`src/rtl/reg_inc_arbiter.sv`:
```
// Arbitrates NUM_CORES cores onto one shared register port (increment or load), one op in flight.
// Round-robin by default; define REG_INC_ARB_FIXED_PRIORITY_EN for lowest-index-wins priority.
module reg_inc_arbiter #(
  parameter int NUM_CORES  = 4,
  parameter int DATA_WIDTH = 16
) (
  input  logic                            clk,
  input  logic                            rst,
  input  logic [NUM_CORES-1:0]            req,
  input  logic [NUM_CORES-1:0]            op,
  input  logic [NUM_CORES*DATA_WIDTH-1:0] wdata,
  output logic [NUM_CORES-1:0]            ack,
  output logic [$clog2(NUM_CORES)-1:0]    grant_id,
  output logic                            reg_write_en,
  output logic                            reg_inc_en,
  output logic [DATA_WIDTH-1:0]           reg_data_in,
  output logic                            busy
);

  localparam int GW = $clog2(NUM_CORES);

  typedef enum logic [1:0] {IDLE, INC, LOAD, LOAD_WAIT} state_t;

  state_t                  state, state_nx;
  logic [NUM_CORES-1:0]    ack_nx;
  logic [GW-1:0]           grant_nx;
  logic [GW-1:0]           win;
  logic                    we_nx;
  logic                    inc_nx;
  logic                    busy_nx;
  logic [DATA_WIDTH-1:0]   data_nx;

`ifdef REG_INC_ARB_FIXED_PRIORITY_EN
  always_comb begin
    win = '0;
    for (int i = NUM_CORES - 1; i >= 0; i--) begin
      if (req[i]) win = i[GW-1:0];
    end
  end
`else
  logic [GW-1:0] last_grant, last_nx;
  logic          found;
  int            idx;

  // Search begins one past the previous winner and wraps.
  always_comb begin
    win   = '0;
    found = 1'b0;
    idx   = 0;
    for (int i = 1; i <= NUM_CORES; i++) begin
      idx = int'(last_grant) + i;
      if (idx >= NUM_CORES) idx = idx - NUM_CORES;
      if (!found && req[idx]) begin
        found = 1'b1;
        win   = idx[GW-1:0];
      end
    end
  end

  always_ff @(posedge clk or posedge rst) begin
    if (rst) last_grant <= GW'(NUM_CORES - 1);
    else     last_grant <= last_nx;
  end
`endif

  // Outputs are decoded from the next state so they are registered alongside it.
  always_comb begin
    state_nx = state;
    ack_nx   = '0;
    grant_nx = grant_id;
    we_nx    = 1'b0;
    inc_nx   = 1'b0;
    data_nx  = reg_data_in;
`ifndef REG_INC_ARB_FIXED_PRIORITY_EN
    last_nx  = last_grant;
`endif
    case (state)
      IDLE: begin
        if (|req) begin
          grant_nx = win;
`ifndef REG_INC_ARB_FIXED_PRIORITY_EN
          last_nx  = win;
`endif
          if (op[win]) begin
            state_nx = LOAD;
            we_nx    = 1'b1;
            data_nx  = wdata[int'(win)*DATA_WIDTH +: DATA_WIDTH];
          end else begin
            state_nx    = INC;
            inc_nx      = 1'b1;
            ack_nx[win] = 1'b1;
          end
        end
      end
      INC:  state_nx = IDLE;
      LOAD: begin
        // The register applies the write a cycle late; no increment may follow directly.
        state_nx         = LOAD_WAIT;
        ack_nx[grant_id] = 1'b1;
      end
      LOAD_WAIT: state_nx = IDLE;
      default:   state_nx = IDLE;
    endcase
    busy_nx = (state_nx != IDLE);
  end

  always_ff @(posedge clk or posedge rst) begin
    if (rst) begin
      state        <= IDLE;
      ack          <= '0;
      grant_id     <= '0;
      reg_write_en <= 1'b0;
      reg_inc_en   <= 1'b0;
      reg_data_in  <= '0;
      busy         <= 1'b0;
    end else begin
      state        <= state_nx;
      ack          <= ack_nx;
      grant_id     <= grant_nx;
      reg_write_en <= we_nx;
      reg_inc_en   <= inc_nx;
      reg_data_in  <= data_nx;
      busy         <= busy_nx;
    end
  end

endmodule

```
`config.mk`:
```
export PLATFORM = sky130hd
export DESIGN_NAME = reg_inc_arbiter
export DESIGN_NICKNAME = d
export VERILOG_FILES = /design/src/rtl/reg_inc_arbiter.sv
export SDC_FILE = /design/constraint.sdc
export NUM_CORES = 1
export LEC_CHECK = 0
export ABC_AREA = 1
export BUFFER_PORTS_ARGS = -buffer_cell sky130_fd_sc_hd__clkbuf_2
export CAP_MARGIN = 30
export CORE_UTILIZATION = 43
export CTS_CLUSTER_DIAMETER = 80
export CTS_CLUSTER_SIZE = 20
export DETAILED_ROUTE_END_ITERATION = 6
export HOLD_SLACK_MARGIN = 0.06
export PLACE_DENSITY_LB_ADDON = 0.15
export SLEW_MARGIN = 15
export SYNTH_ARGS = -nofsm -noshare
export SYNTH_HDL_FRONTEND = slang
export SYNTH_SLANG_ARGS = --single-unit
```
`constraint.sdc`:
```
create_clock -name clk -period 2.05 [get_ports clk]
set_input_delay 0.1025 -clock clk [delete_from_list [all_inputs] [get_ports clk]]
set_output_delay 0.1025 -clock clk [all_outputs]
set_load 0.005 [all_outputs]
```
=== Word level (Yosys, flattened, before mapping) ===
Cells that the tools add are included.

* Bits in registers: 29
* Input port bits: 74
* Output and inout port bits: 25

* $add $sub $neg: 8
* Order comparisons: 12
* Eq/ne operators: 3
* Shift-type cells: 1
* Multiplexer cells: 41
* Reduce and logical (&&, ||, !) cells: 14

{| class="wikitable"
|+ Operator list
! cell !! count
|-
| 32-bit by 4-bit less-than comparator with 1-bit output (second input constant) || 4
|-
| 32-bit 2-to-1 mux || 4
|-
| 64-bit by 7-bit variable part select with 16-bit output || 1
|-
| 1-bit 2-to-1 mux || 20
|-
| 2-bit 2-to-1 mux || 6
|-
| 3-bit by 3-bit subtractor with 4-bit output (second input constant) || 3
|-
| 1-bit binary-select mux with 2-bit select || 5
|-
| 3-bit >= comparator (second input constant) || 3
|-
| 4-bit 2-to-1 mux || 2
|-
| 4-bit one-hot mux with 2 select lines || 1
|-
| 2-bit by 2-bit adder with 3-bit output (second input constant) || 2
|-
| 2-bit by 3-bit less-than comparator with 1-bit output (second input constant) || 2
|-
| 2-bit one-hot mux with 3 select lines || 1
|-
| 1-bit logical AND || 5
|-
| 4-bit by 3-bit subtractor with 5-bit output (second input constant) || 1
|-
| 2-bit by 3-bit adder with 4-bit output (second input constant) || 1
|-
| 1-bit demux with 2-bit select || 2
|-
| 2-bit == test (second input constant) || 2
|-
| 2-bit by 1-bit >= comparator with 1-bit output (second input constant) || 2
|-
| 4-bit by 3-bit >= comparator with 1-bit output (second input constant) || 1
|-
| 4-bit OR reduction || 1
|-
| 2-bit by 1-bit adder with 3-bit output (second input constant) || 1
|-
| 1-bit logical NOT || 3
|-
| 3-bit AND reduction || 1
|-
| 5 further kinds || 5
|}

=== Depth between registers and ports, before layout ===
Gate-level depths: netlist of the first run.

* Depth after elaboration: 23
* Depth in mapped cells: 17
* Mapped depth without buffers: 16

=== Worst setup path after synthesis of the first run ===
OpenSTA, ideal clock, no wires.

* Path kind: reg2reg
* From: register last_grant[0]
* To: register reg_data_in[0]
* Setup time: 0.117 ns
* Arrival time: 1.928 ns
* Data required time: 1.933 ns
* Path slack: 0.005 ns
* Stages on the path, launching flop included: 16
* Buffers on the path: 2
* Clock period less this slack: 2.045 ns
* Cell sequence: dfstp_2 -> buf_6 -> nand2_2 -> nand3_1 -> nand2_1 -> nor2_4 -> nand4_4 -> nand2_2 -> nand2_1 -> nand2_1 -> nand2_4 -> nand2_8 -> nand2_8 -> buf_8 -> nand2_1 -> nand2_1

* Longest elaborated chain between the ends: 19

{| class="wikitable"
|+ Ends and longest elaborated chain
! element !! line !! text
|-
| start: declaration || 41 || <nowiki>logic [GW-1:0] last_grant, last_nx;</nowiki>
|-
| start signal: assignment || 61 || <nowiki>if (rst) last_grant <= GW'(NUM_CORES - 1);</nowiki>
|-
| start signal: assignment || 62 || <nowiki>else last_grant <= last_nx;</nowiki>
|-
| 2-bit by 1-bit adder with 3-bit output || 51 || <nowiki>idx = int'(last_grant) + i;</nowiki>
|-
| 3-bit by 3-bit subtractor with 4-bit output / 3-bit >= comparator (equally long branches) || 52 || <nowiki>if (idx >= NUM_CORES) idx = idx - NUM_CORES;</nowiki>
|-
| 32-bit 2-to-1 mux || 52 ||
|-
| 1-bit binary-select mux with 2-bit select || 53 || <nowiki>if (!found && req[idx]) begin</nowiki>
|-
| 1-bit 2-to-1 mux (not written as such) (2 in a row) || 53 ||
|-
| 1-bit 2-to-1 mux || 53 ||
|-
| 1-bit logical NOT || 53 ||
|-
| 1-bit logical AND || 53 ||
|-
| 1-bit 2-to-1 mux || 53 ||
|-
| 1-bit logical NOT || 53 ||
|-
| 1-bit logical AND || 53 ||
|-
| 1-bit 2-to-1 mux || 53 ||
|-
| 1-bit logical NOT || 53 ||
|-
| 1-bit logical AND || 53 ||
|-
| 2-bit 2-to-1 mux * || 53 ||
|-
| branches (longest 3 deep; another with 64-bit by 7-bit variable part select with 16-bit output) || - ||
|-
| end signal: assignment || 122 || <nowiki>reg_data_in <= data_nx;</nowiki>
|-
| end: declaration || 16 || <nowiki>output logic [DATA_WIDTH-1:0] reg_data_in,</nowiki>
|}

Mark *: on every way between the ends. The select of a mux whose other input is x is not followed.
A chain may end at the register's enable or synchronous reset.

=== Worst setup path after layout of the first run ===
* From: register last_grant[1]
* To: register reg_data_in[9]

Same word-level chain as after synthesis.

==> impl_metrics.ini, run 1 <==
[status]
run_status = finished, violations left
failed_checks = negative setup slack

[route]
route.detailed.wl_per_inst_um = 12.9
detailedRoute.firstPassIterationCount = 4
num_vias = 2703
drc = 0
detail_route.vias_per_cell = 5.01
final_antenna_net_count = 0
dr.first_iter.drc_count = 134
detail_route.wirelength_um = 6960

[sta]
share_of_the_clock_period_used_by_the_worst_path_after_layout_pct = 108
timing.final.hold_violations = 0
rsz_0062_raised_after_global_routing = true
setup_slack_ps = -172
relSlewSlack_pct = 58.4
setup_violations = 23
period_needed_ps = 2220
skew_ps = 4.22
max_freq_mhz = 450
tightestPinTransition_ps = 618
timing_max_transition_violations_final = 0

[clocking]
cts.root.buffer_cell = sky130_fd_sc_hd__clkbuf_8
clk_pin_slew_worst_paths_ps = 60
cts_inserted_buffers = 5
ctsLongestPathBuffers = 2
cts_tree = yes
worstSkewPairLatency_ps = 280
ctsHtreeMaxLevel = 2
numClockSinks = 29

[setup_path]
worst-endpoint-arrival_ps = 2390
reg2regPathDepth = 15
r2r_setup_slack_ps = -170
startpoint_type = flip-flop
r2r-start = last_grant[1]
timing.critical_path.to = reg_data_in[9]
crit_path_start = last_grant[1]
rr_endpoint = reg_data_in[9]
critPathCaptureType = flip-flop
timing.critical_path.required_ps = 2220
worst-setup-path-type = flip-flop to flip-flop
critical_path_peak_fanout = 8

[grt]
grt_antenna_before_repair = 0
first_global_vias = 2410
gr-total-overflow = 0
grt_max_degree = 30
gr-usage-all-layers_pct = 26.2
grt_first_pass_wirelength_um = 10800

[place]
port_buffers = 98
place.detailed.hpwl_um = 4760
gp_congestion = 0.850
detailedPlace.worstSlack_ps = -92.6

[synthesis]
synth.net_count = 417
synth-simple-area-share_pct = 55.2
post_synth_num_cell_types = 25
synth-compound-area-share_pct = 2.80
synth_xor_area_share_pct = 0
mappedNetlistArea_sq_mm = 0.00219
synth.area.mux_share_pct = 0
arithmetic_cell_share_of_the_synthesized_area_counting_full_adders_half_adders_and_majority_gates_pct = 0
synth_seq_area_share_pct = 33.3
postSynthRegisterBits = 29
dominant_combinational_cell_family_by_area_after_synthesis = simple AND/OR/NAND/NOR gates
synthesis.instances = 343
synth-warning-count = 0
synthesis.area_per_instance_sq_um = 6.38

[final_layout]
nNetsFinal = 545
post_route_cells_drive_above_1_share_pct = 41.1
antenna_cells_inserted = 0
area.growth.synth_to_final_pct = 47.7
multi_input_area_sq_mm = 0.00147
ff_latch_area_sq_um = 728
num-fill-cells = 446

[floorplanning]
total_i_o_pin_count = 99
fp.dieArea_sq_mm = 0.00538
floorplan.die.height_um = 73.4
core_region_area_sq_mm = 0.00482
num_rows = 25
initial_cell_density_of_the_core_pct = 45.5
dieWidth_um = 73.4

[job]
count_of_max_cap_constraint_violations = 0

[worst_hold_path]
min_path_type = primary input to flip-flop
-- placed cells by master, fill, tap and decap left out --
cell type and instances:
sky130_fd_sc_hd__clkbuf_2 98, sky130_fd_sc_hd__nand3_2 4, sky130_fd_sc_hd__buf_12 1, sky130_fd_sc_hd__inv_1 13, sky130_fd_sc_hd__inv_2 3, sky130_fd_sc_hd__o21ai_1 2
sky130_fd_sc_hd__nand2_1 156, sky130_fd_sc_hd__buf_6 3, sky130_fd_sc_hd__buf_8 2, sky130_fd_sc_hd__o21ai_0 5, sky130_fd_sc_hd__clkbuf_8 5, sky130_fd_sc_hd__nand4_1 4
sky130_fd_sc_hd__inv_4 1, sky130_fd_sc_hd__nor2_4 2, sky130_fd_sc_hd__dfstp_2 2, sky130_fd_sc_hd__nor2_1 4, sky130_fd_sc_hd__clkbuf_1 1, sky130_fd_sc_hd__nand3_1 61
sky130_fd_sc_hd__a21oi_1 2, sky130_fd_sc_hd__nand2_4 13, sky130_fd_sc_hd__nor4_1 1, sky130_fd_sc_hd__o21bai_1 1, sky130_fd_sc_hd__clkinv_2 2, sky130_fd_sc_hd__dfrtp_1 27
sky130_fd_sc_hd__buf_4 29, sky130_fd_sc_hd__nand2_2 22, sky130_fd_sc_hd__o21ai_4 1, sky130_fd_sc_hd__nand2_8 4, sky130_fd_sc_hd__nand3_4 1, sky130_fd_sc_hd__dlygate4sd3_1 1
sky130_fd_sc_hd__nand4_4 1
-- how the worst min path moves through the flow --
stage                         start         endpoint  slack, ps  cells after the start
final                     wdata[55]   reg_data_in[7]        260                      7
after global routing      wdata[22]   reg_data_in[6]        300                      7
after CTS                 wdata[60]  reg_data_in[12]        230                      7
after detailed placement        rst   reg_data_in[2]        170                      3
after global placement          rst   reg_data_in[5]        170                      3
after floorplan                 rst           ack[0]        180                      1
-- stage by stage --
| step | area (sq um) | instances | setup TNS (ps) | hold WS [ps] | util (%) |
|---|---|---|---|---|---|
| 2_1_floorplan | 2190 | 343 | 0 | 179 | - |
| 3_3_place_gp | 2840 | 515 | -626 | 165 | 58.9 |
| 3_5_place_dp | 2840 | 515 | -1440 | 170 | 58.9 |
| 4_1_cts | 3070 | 532 | -1550 | 233 | 63.7 |
| 5_1_grt | 3230 | 539 | -5600 | 302 | 67.1 |
| 6_report | 3230 | 539 | -3110 | 256 | 67.1 |
-- logic make-up (layout without fill, tap and decap cells) --
family                 Yosys count  in the layout
and+or+nand+nor                268            273
DFF                             29             29
AOI/OAI and AO/OA               11             11
buffers and inverters           35            159
-- registers in the layout, indices dropped and copies added, names as in the netlist --
register and cells:
ack 4, busy 1, grant_id 2, last_grant 2, reg_data_in 16, reg_inc_en 1, reg_write_en 1, state 2
-- Yosys cell counts --
cell | number | area, sq um
sky130_fd_sc_hd__buf_2 | 6 | 30.0
sky130_fd_sc_hd__o21bai_1 | 1 | 7.51
sky130_fd_sc_hd__nand2_2 | 8 | 50.1
sky130_fd_sc_hd__nand2_4 | 3 | 33.8
sky130_fd_sc_hd__nand2_8 | 2 | 40.0
sky130_fd_sc_hd__buf_4 | 1 | 7.51
sky130_fd_sc_hd__clkbuf_1 | 5 | 18.8
sky130_fd_sc_hd__nand2_1 | 177 | 664
sky130_fd_sc_hd__o21ai_2 | 1 | 8.76
sky130_fd_sc_hd__nand4_4 | 1 | 21.3
sky130_fd_sc_hd__nand3_2 | 1 | 10.0
sky130_fd_sc_hd__inv_2 | 3 | 11.3
sky130_fd_sc_hd__o21ai_0 | 7 | 35.0
sky130_fd_sc_hd__a21oi_1 | 2 | 10.0
sky130_fd_sc_hd__nand3_1 | 65 | 325
sky130_fd_sc_hd__dfstp_2 | 2 | 52.6
sky130_fd_sc_hd__inv_1 | 14 | 52.6
sky130_fd_sc_hd__nor4_1 | 1 | 6.26
sky130_fd_sc_hd__buf_8 | 1 | 15.0
sky130_fd_sc_hd__buf_6 | 5 | 56.3
sky130_fd_sc_hd__nand4_1 | 4 | 25.0
sky130_fd_sc_hd__dfrtp_1 | 27 | 676
sky130_fd_sc_hd__nor2_2 | 1 | 6.26
sky130_fd_sc_hd__nor2_1 | 4 | 15.0
sky130_fd_sc_hd__nor2_4 | 1 | 11.3
-- cell type report --
class,instances,share of cell area (%)
inverter,17,2.05
tap,67,2.59
clock inverter,2,0.309
sequential,29,22.5
timing repair buffer,134,24.8
multi-input combinational,284,45.5
clock buffer,6,2.24
-- critical path, cell delays in order (launching register included) --
cell	delay, ps
sky130_fd_sc_hd__dfstp_2	560
sky130_fd_sc_hd__inv_2	70
sky130_fd_sc_hd__nand2_1	120
sky130_fd_sc_hd__nand2_4	100
sky130_fd_sc_hd__nand2_4	90
sky130_fd_sc_hd__nand2_4	50
sky130_fd_sc_hd__nor2_4	150
sky130_fd_sc_hd__nand4_4	160
sky130_fd_sc_hd__nand2_4	140
sky130_fd_sc_hd__nand2_2	60
sky130_fd_sc_hd__nand2_2	90
sky130_fd_sc_hd__nand2_4	100
sky130_fd_sc_hd__nand2_8	160
sky130_fd_sc_hd__nand2_8	80
sky130_fd_sc_hd__nand2_2	90
sky130_fd_sc_hd__nand2_1	50
-- metal layers --
| metal | vias up | wire, um | GRT usage (%) |
|---|---|---|---|
| li1 | 1357 | - | - |
| met1 | 1223 | 3030 | 35.5 |
| met2 | 110 | 3370 | 42.8 |
| met3 | 13 | 437 | 4.25 |
| met4 | 0 | 114 | 8.55 |
| met5 | - | 0 | 0 |
-- what timing repair did --
| action | CTS | global route |
|---|---|---|
| gates cloned | 4 | 1 |
| endpoints found under the setup margin | 20 | 26 |
| resized for setup | 24 | 24 |
| hold buffers | 1 | 0 |
| buffers inserted | 4 | 6 |
| endpoints found under the hold margin | 27 | 0 |
| pin swaps | 8 | 9 |
Power of run 1 is not shown: default switching activity piles up to over one toggle a cycle in this logic, so the estimate is an artifact.
==> inputs of run 2 (changes only) <==
Settings changed: CORE_ASPECT_RATIO set to 1.4, CORE_UTILIZATION 43 to 25.
==> impl_metrics.ini, run 2 (synthesis gave the netlist of run 1 again) <==
[status]
run_status = finished, violations left
failed_checks = negative setup slack

[sta]
setup_slack_ps = -126
skew_ps = 7.15
timing.final.hold_violations = 0
rsz_0062_raised_after_global_routing = true
share_of_the_clock_period_used_by_the_worst_path_after_layout_pct = 106
final.setup.tns_ps = -2300
whs_ps = 247
tightestPinTransition_ps = 968
timing_max_transition_violations_final = 0
setup_violations = 24
relSlewSlack_pct = 35.4
max_freq_mhz = 460
period_needed_ps = 2180

[final_layout]
top_regs = reg_data_in: 16 flops, ack: 4 flops
stdcell_area_sq_mm = 0.00346
fin_cells = 577
area.growth.synth_to_final_pct = 58.1
largest_register_ff_count = 16
layout.cells.most_common = sky130_fd_sc_hd__nand2_1
nNetsFinal = 545
antenna_cells_inserted = 0
post_route_cells_drive_above_1_share_pct = 44.9
final_cell_mix = sky130_fd_sc_hd__nand2_1, sky130_fd_sc_hd__clkbuf_2, sky130_fd_sc_hd__nand3_1, sky130_fd_sc_hd__dfrtp_1, sky130_fd_sc_hd__buf_4
num-fill-cells = 951
max_flop_register = reg_data_in

[setup_path]
crit_buf_inv = 1
critPathCaptureType = flip-flop
worst_path_largest_cell_delay_ps = 580
worst-endpoint-arrival_ps = 2340
worst_path_dominant_cell_family = simple AND/OR/NAND/NOR gates
timing.critical_path.required_ps = 2210
cp_slowest_cell = sky130_fd_sc_hd__dfstp_2
critical_path.cell_chain = buf_4, nand2_1, nand3_2, nand2_2, nor2_4, nand4_4, nand2_4, nand2_2, nand2_2, nand2_4, nand2_8, nand2_4, nand2_1, nand2_1
critical_path_peak_fanout = 7
worst-setup-path-type = flip-flop to flip-flop
critical_path_cell_count = 14
reg2regPathDepth = 14
startpoint_type = flip-flop

[clocking]
ctsHtreeMaxLevel = 2
ctsLongestPathBuffers = 2
worstSkewPairLatency_ps = 270
cts_tree = yes
cts.root.buffer_cell = sky130_fd_sc_hd__clkbuf_16
cts_inserted_buffers = 5
clk_pin_slew_worst_paths_ps = 50
numClockSinks = 29

[floorplanning]
core_region_area_sq_mm = 0.00856
total_i_o_pin_count = 99
initial_cell_density_of_the_core_pct = 25.6
dieWidth_um = 81.1
num_rows = 40
floorplan.die.height_um = 113
fp.dieArea_sq_mm = 0.00914

[place]
placed_cells = 559
port_buffers = 98
post_dp_cell_area_sq_mm = 0.00298
gp_congestion = 0.792
place.detailed.hpwl_um = 5550

[worst_hold_path]
worstHoldPathCells = 7
min_path_type = primary input to flip-flop

[route]
num_vias = 2608
route.detailed.wl_per_inst_um = 12.8
detailedRoute.firstPassIterationCount = 4
detail_route.wirelength_um = 7360
dr.first_iter.drc_count = 102
drc = 0
detail_route.vias_per_cell = 4.52
final_antenna_net_count = 0

[grt]
gr-usage-all-layers_pct = 17.1
grt_max_degree = 30
grt_first_pass_wirelength_um = 12100
gr-total-overflow = 0
first_global_vias = 2660
grt_antenna_before_repair = 0

[job]
count_of_max_cap_constraint_violations = 0
run 2: cell types whose count changed in the layout (fill, tap and decap cells not counted), moves of 2 or more:
cell	delta
sky130_fd_sc_hd__buf_12	+5
sky130_fd_sc_hd__buf_4	-2
sky130_fd_sc_hd__clkbuf_16	+5
sky130_fd_sc_hd__clkbuf_8	-3
sky130_fd_sc_hd__inv_2	-3
sky130_fd_sc_hd__inv_4	+2
sky130_fd_sc_hd__nand2_1	-4
sky130_fd_sc_hd__nand2_2	+4
sky130_fd_sc_hd__nand3_1	-10
sky130_fd_sc_hd__nand3_2	+11
sky130_fd_sc_hd__nor2_1	-2
sky130_fd_sc_hd__nor2_2	+3
sky130_fd_sc_hd__o21ai_0	-3
sky130_fd_sc_hd__o21ai_1	+2
run 2: path summary, 6_finish.rpt:
check / from / endpoint / slack [ps]
min: wdata[52] / reg_data_in[4] / 250
min in group asynchronous: rst / reg_data_in[15] / 440
min reg2reg: reg_data_in[11] / reg_data_in[11] / 480
max in group asynchronous: rst / last_grant[0] / 1300
max: last_grant[0] / reg_data_in[1] / -130
max reg2reg: last_grant[0] / reg_data_in[1] / -130
run 2: final cells by class:
class | count | area, sq um | area share, %
inverter | 17 | 71.3 | 2.06
multi-input combinational | 282 | 1500 | 43.3
timing repair buffer | 136 | 872 | 25.2
clock buffer | 7 | 153 | 4.41
sequential | 29 | 728 | 21.0
clock inverter | 1 | 5.00 | 0.145
tap | 105 | 131 | 3.80
run 2: what timing repair did:
item	CTS	global route
endpoints found under the setup margin	25	28
pin swaps	12	7
hold endpoints to repair	27	0
resized for setup	39	26
cloned	1	2
buffers inserted	5	1
hold buffers	1	0
run 2: worst register-to-register path: cells and delay by family (launching register included):
family                 cells  cell delay, ps
buffers and inverters      1             140
flip-flops                 1             580
AND/OR/NAND/NOR           13            1360
run 2: per-stage QoR:
step	setup WS, ps	util, %
after detailed placement	-104	34.8
after floorplan	5.19	-
after global routing	-238	40.4
final	-126	40.4
after global placement	-46.9	34.8
after CTS	-48.9	39.4
run 2: routing by layer:
layer | vias to the layer above | part of all wire [%] | routed length, um | GRT usage [%]
met5 | - | 0 | 0 | 0
met1 | 1182 | 40 | 2940 | 19.3
met2 | 73 | 54 | 3970 | 31.6
met4 | 0 | 1.8 | 130 | 6.07
met3 | 8 | 4.3 | 314 | 2.50
li1 | 1345 | - | - | -
Power of run 2 is left out for the same reason.
==> inputs of run 3 (changes only) <==
Settings changed: CORE_UTILIZATION 25 to 43.
==> impl_metrics.ini, run 3 (synthesis gave the netlist of run 1 again) <==
[status]
run_status = finished, violations left
failed_checks = negative setup slack

[setup_path]
r2r_setup_slack_ps = -130
timing.critical_path.required_ps = 2220
worst_path_largest_cell_delay_ps = 580
worst-endpoint-arrival_ps = 2350
critical_path_peak_fanout = 9
cp_slowest_cell = sky130_fd_sc_hd__dfstp_2
worst-setup-path-type = flip-flop to flip-flop
critPathCaptureType = flip-flop
critical_path.cell_chain = buf_12, nand2_1, nand3_2, nand2_2, nor2_4, nand4_4, buf_6, nand3_1, nand2_2, nand2_4, nand2_8, buf_12, nand3_1, nand2_1
worst_path_dominant_cell_family = simple AND/OR/NAND/NOR gates
crit_buf_inv = 3
startpoint_type = flip-flop

[worst_hold_path]
min_path_type = primary input to flip-flop

[final_layout]
largest_register_ff_count = 16
stdcell_area_sq_mm = 0.00319
layout.cells.most_common = sky130_fd_sc_hd__nand2_1
area.growth.synth_to_final_pct = 45.5
num-fill-cells = 479
nNetsFinal = 539
antenna_cells_inserted = 0
post_route_cells_drive_above_1_share_pct = 37.8
postLayoutCoreUtil_pct = 65.3
max_flop_register = reg_data_in
top_regs = reg_data_in: 16 flops, ack: 4 flops
final_cell_mix = sky130_fd_sc_hd__nand2_1, sky130_fd_sc_hd__clkbuf_2, sky130_fd_sc_hd__nand3_1, sky130_fd_sc_hd__dfrtp_1, sky130_fd_sc_hd__buf_4

[grt]
grt_first_pass_wirelength_um = 11000
grt_antenna_before_repair = 0
first_global_vias = 2564
gr-total-overflow = 0
grt_max_degree = 30
gr-usage-all-layers_pct = 26.1

[clocking]
clk_pin_slew_worst_paths_ps = 60
numClockSinks = 29
worstSkewPairLatency_ps = 270
ctsHtreeMaxLevel = 2
cts_inserted_buffers = 5
ctsLongestPathBuffers = 2
cts.root.buffer_cell = sky130_fd_sc_hd__clkbuf_8
cts_tree = yes

[sta]
relSlewSlack_pct = 67.8
max_freq_mhz = 458
period_needed_ps = 2180
rsz_0062_raised_after_global_routing = true
share_of_the_clock_period_used_by_the_worst_path_after_layout_pct = 106
skew_ps = 5.22
setup_slack_ps = -133
timing.final.hold_violations = 0
tightestPinTransition_ps = 478
timing_max_transition_violations_final = 0
setup_violations = 24

[place]
place.detailed.hpwl_um = 5170
port_buffers = 98
post_dp_cell_area_sq_mm = 0.00287
gp_congestion = 0.899

[route]
detail_route.vias_per_cell = 5.08
num_vias = 2690
dr.first_iter.drc_count = 123
route.detailed.wl_per_inst_um = 13.1
detail_route.wirelength_um = 6920
final_antenna_net_count = 0
detailedRoute.firstPassIterationCount = 7
drc = 0

[floorplanning]
core_region_area_sq_mm = 0.00488
num_rows = 30
initial_cell_density_of_the_core_pct = 44.9
total_i_o_pin_count = 99
floorplan.die.height_um = 86.4
fp.dieArea_sq_mm = 0.00539
dieWidth_um = 62.3

[pwr]
vdd_drop_max_mv = 1.02
cellPowerDensity_mw_per_mm2 = 2350
static_leak_nw = 1.91

[job]
count_of_max_cap_constraint_violations = 0
run 3: cell type report:
| class | count | area [sq um] | share of cell area, % |
|---|---|---|---|
| Timing Repair Buffer | 132 | 826 | 25.9 |
| Multi-Input combinational cell | 280 | 1370 | 42.8 |
| Clock inverter | 1 | 30.0 | 0.942 |
| Clock buffer | 7 | 86.3 | 2.71 |
| Sequential cell | 29 | 728 | 22.9 |
| Inverter | 17 | 71.3 | 2.24 |
| Tap cell | 64 | 80.1 | 2.51 |
run 3: timing repair:
item                                    4_1_cts  5_1_grt
hold endpoints to repair                     27        0
setup buffers                                 6        0
resized for setup                            20       14
hold buffers                                  1        0
gates cloned                                  1        0
endpoints found under the setup margin       24       26
pin swaps                                    10        5
run 3: final timing paths:
check                                     from         endpoint  cells after the start
min in group asynchronous                  rst     reg_write_en                      4
worst max-delay path             last_grant[0]  reg_data_in[14]                     14
worst min-delay path                 wdata[50]   reg_data_in[2]                      7
worst max register to register   last_grant[0]  reg_data_in[14]                     14
max in group asynchronous                  rst    last_grant[1]                      4
worst min register to register  reg_data_in[0]   reg_data_in[0]                      2
run 3: power breakdown:
part / leakage (nW) / switching, W / internal (W)
logic: 1.49 / 0.00352 / 0.00238
clock network: 0.0585 / 0.000206 / 0.000396
registers: 0.366 / 0.000148 / 0.000853
total: 1.91 / 0.00387 / 0.00363
run 3: routing by layer:
layer  share of wire, %  track usage (%)  wire length, um  vias up
met5                  0                0                0        -
met4                4.7             13.1              323        0
met3                5.5             4.34              384       25
met2                 53             50.4             3640      114
met1                 37             27.1             2570     1215
li1                   -                -                -     1336
run 3: tightest hold or removal path, stage by stage:
cell	delay [ps]
sky130_fd_sc_hd__clkbuf_2	70
sky130_fd_sc_hd__nand2_1	50
sky130_fd_sc_hd__nand2_1	50
sky130_fd_sc_hd__nand2_1	40
sky130_fd_sc_hd__nand2_1	50
sky130_fd_sc_hd__nand3_1	60
sky130_fd_sc_hd__nand2_1	70
run 3: through the flow:
stage	power, W	TNS (ps)	std cells	hold slack (ps)	setup slack, ps
final	0.00750	-2020	530	252	-133
after global routing	0.00817	-5460	530	278	-260
after CTS	0.00728	-1820	530	248	-108
after detailed placement	0.00610	-2870	514	170	-167
after global placement	0.00605	-2220	514	168	-135
after floorplan	0.00465	0	343	179	5.19
Note: power is estimated with default switching activity, not from simulation.
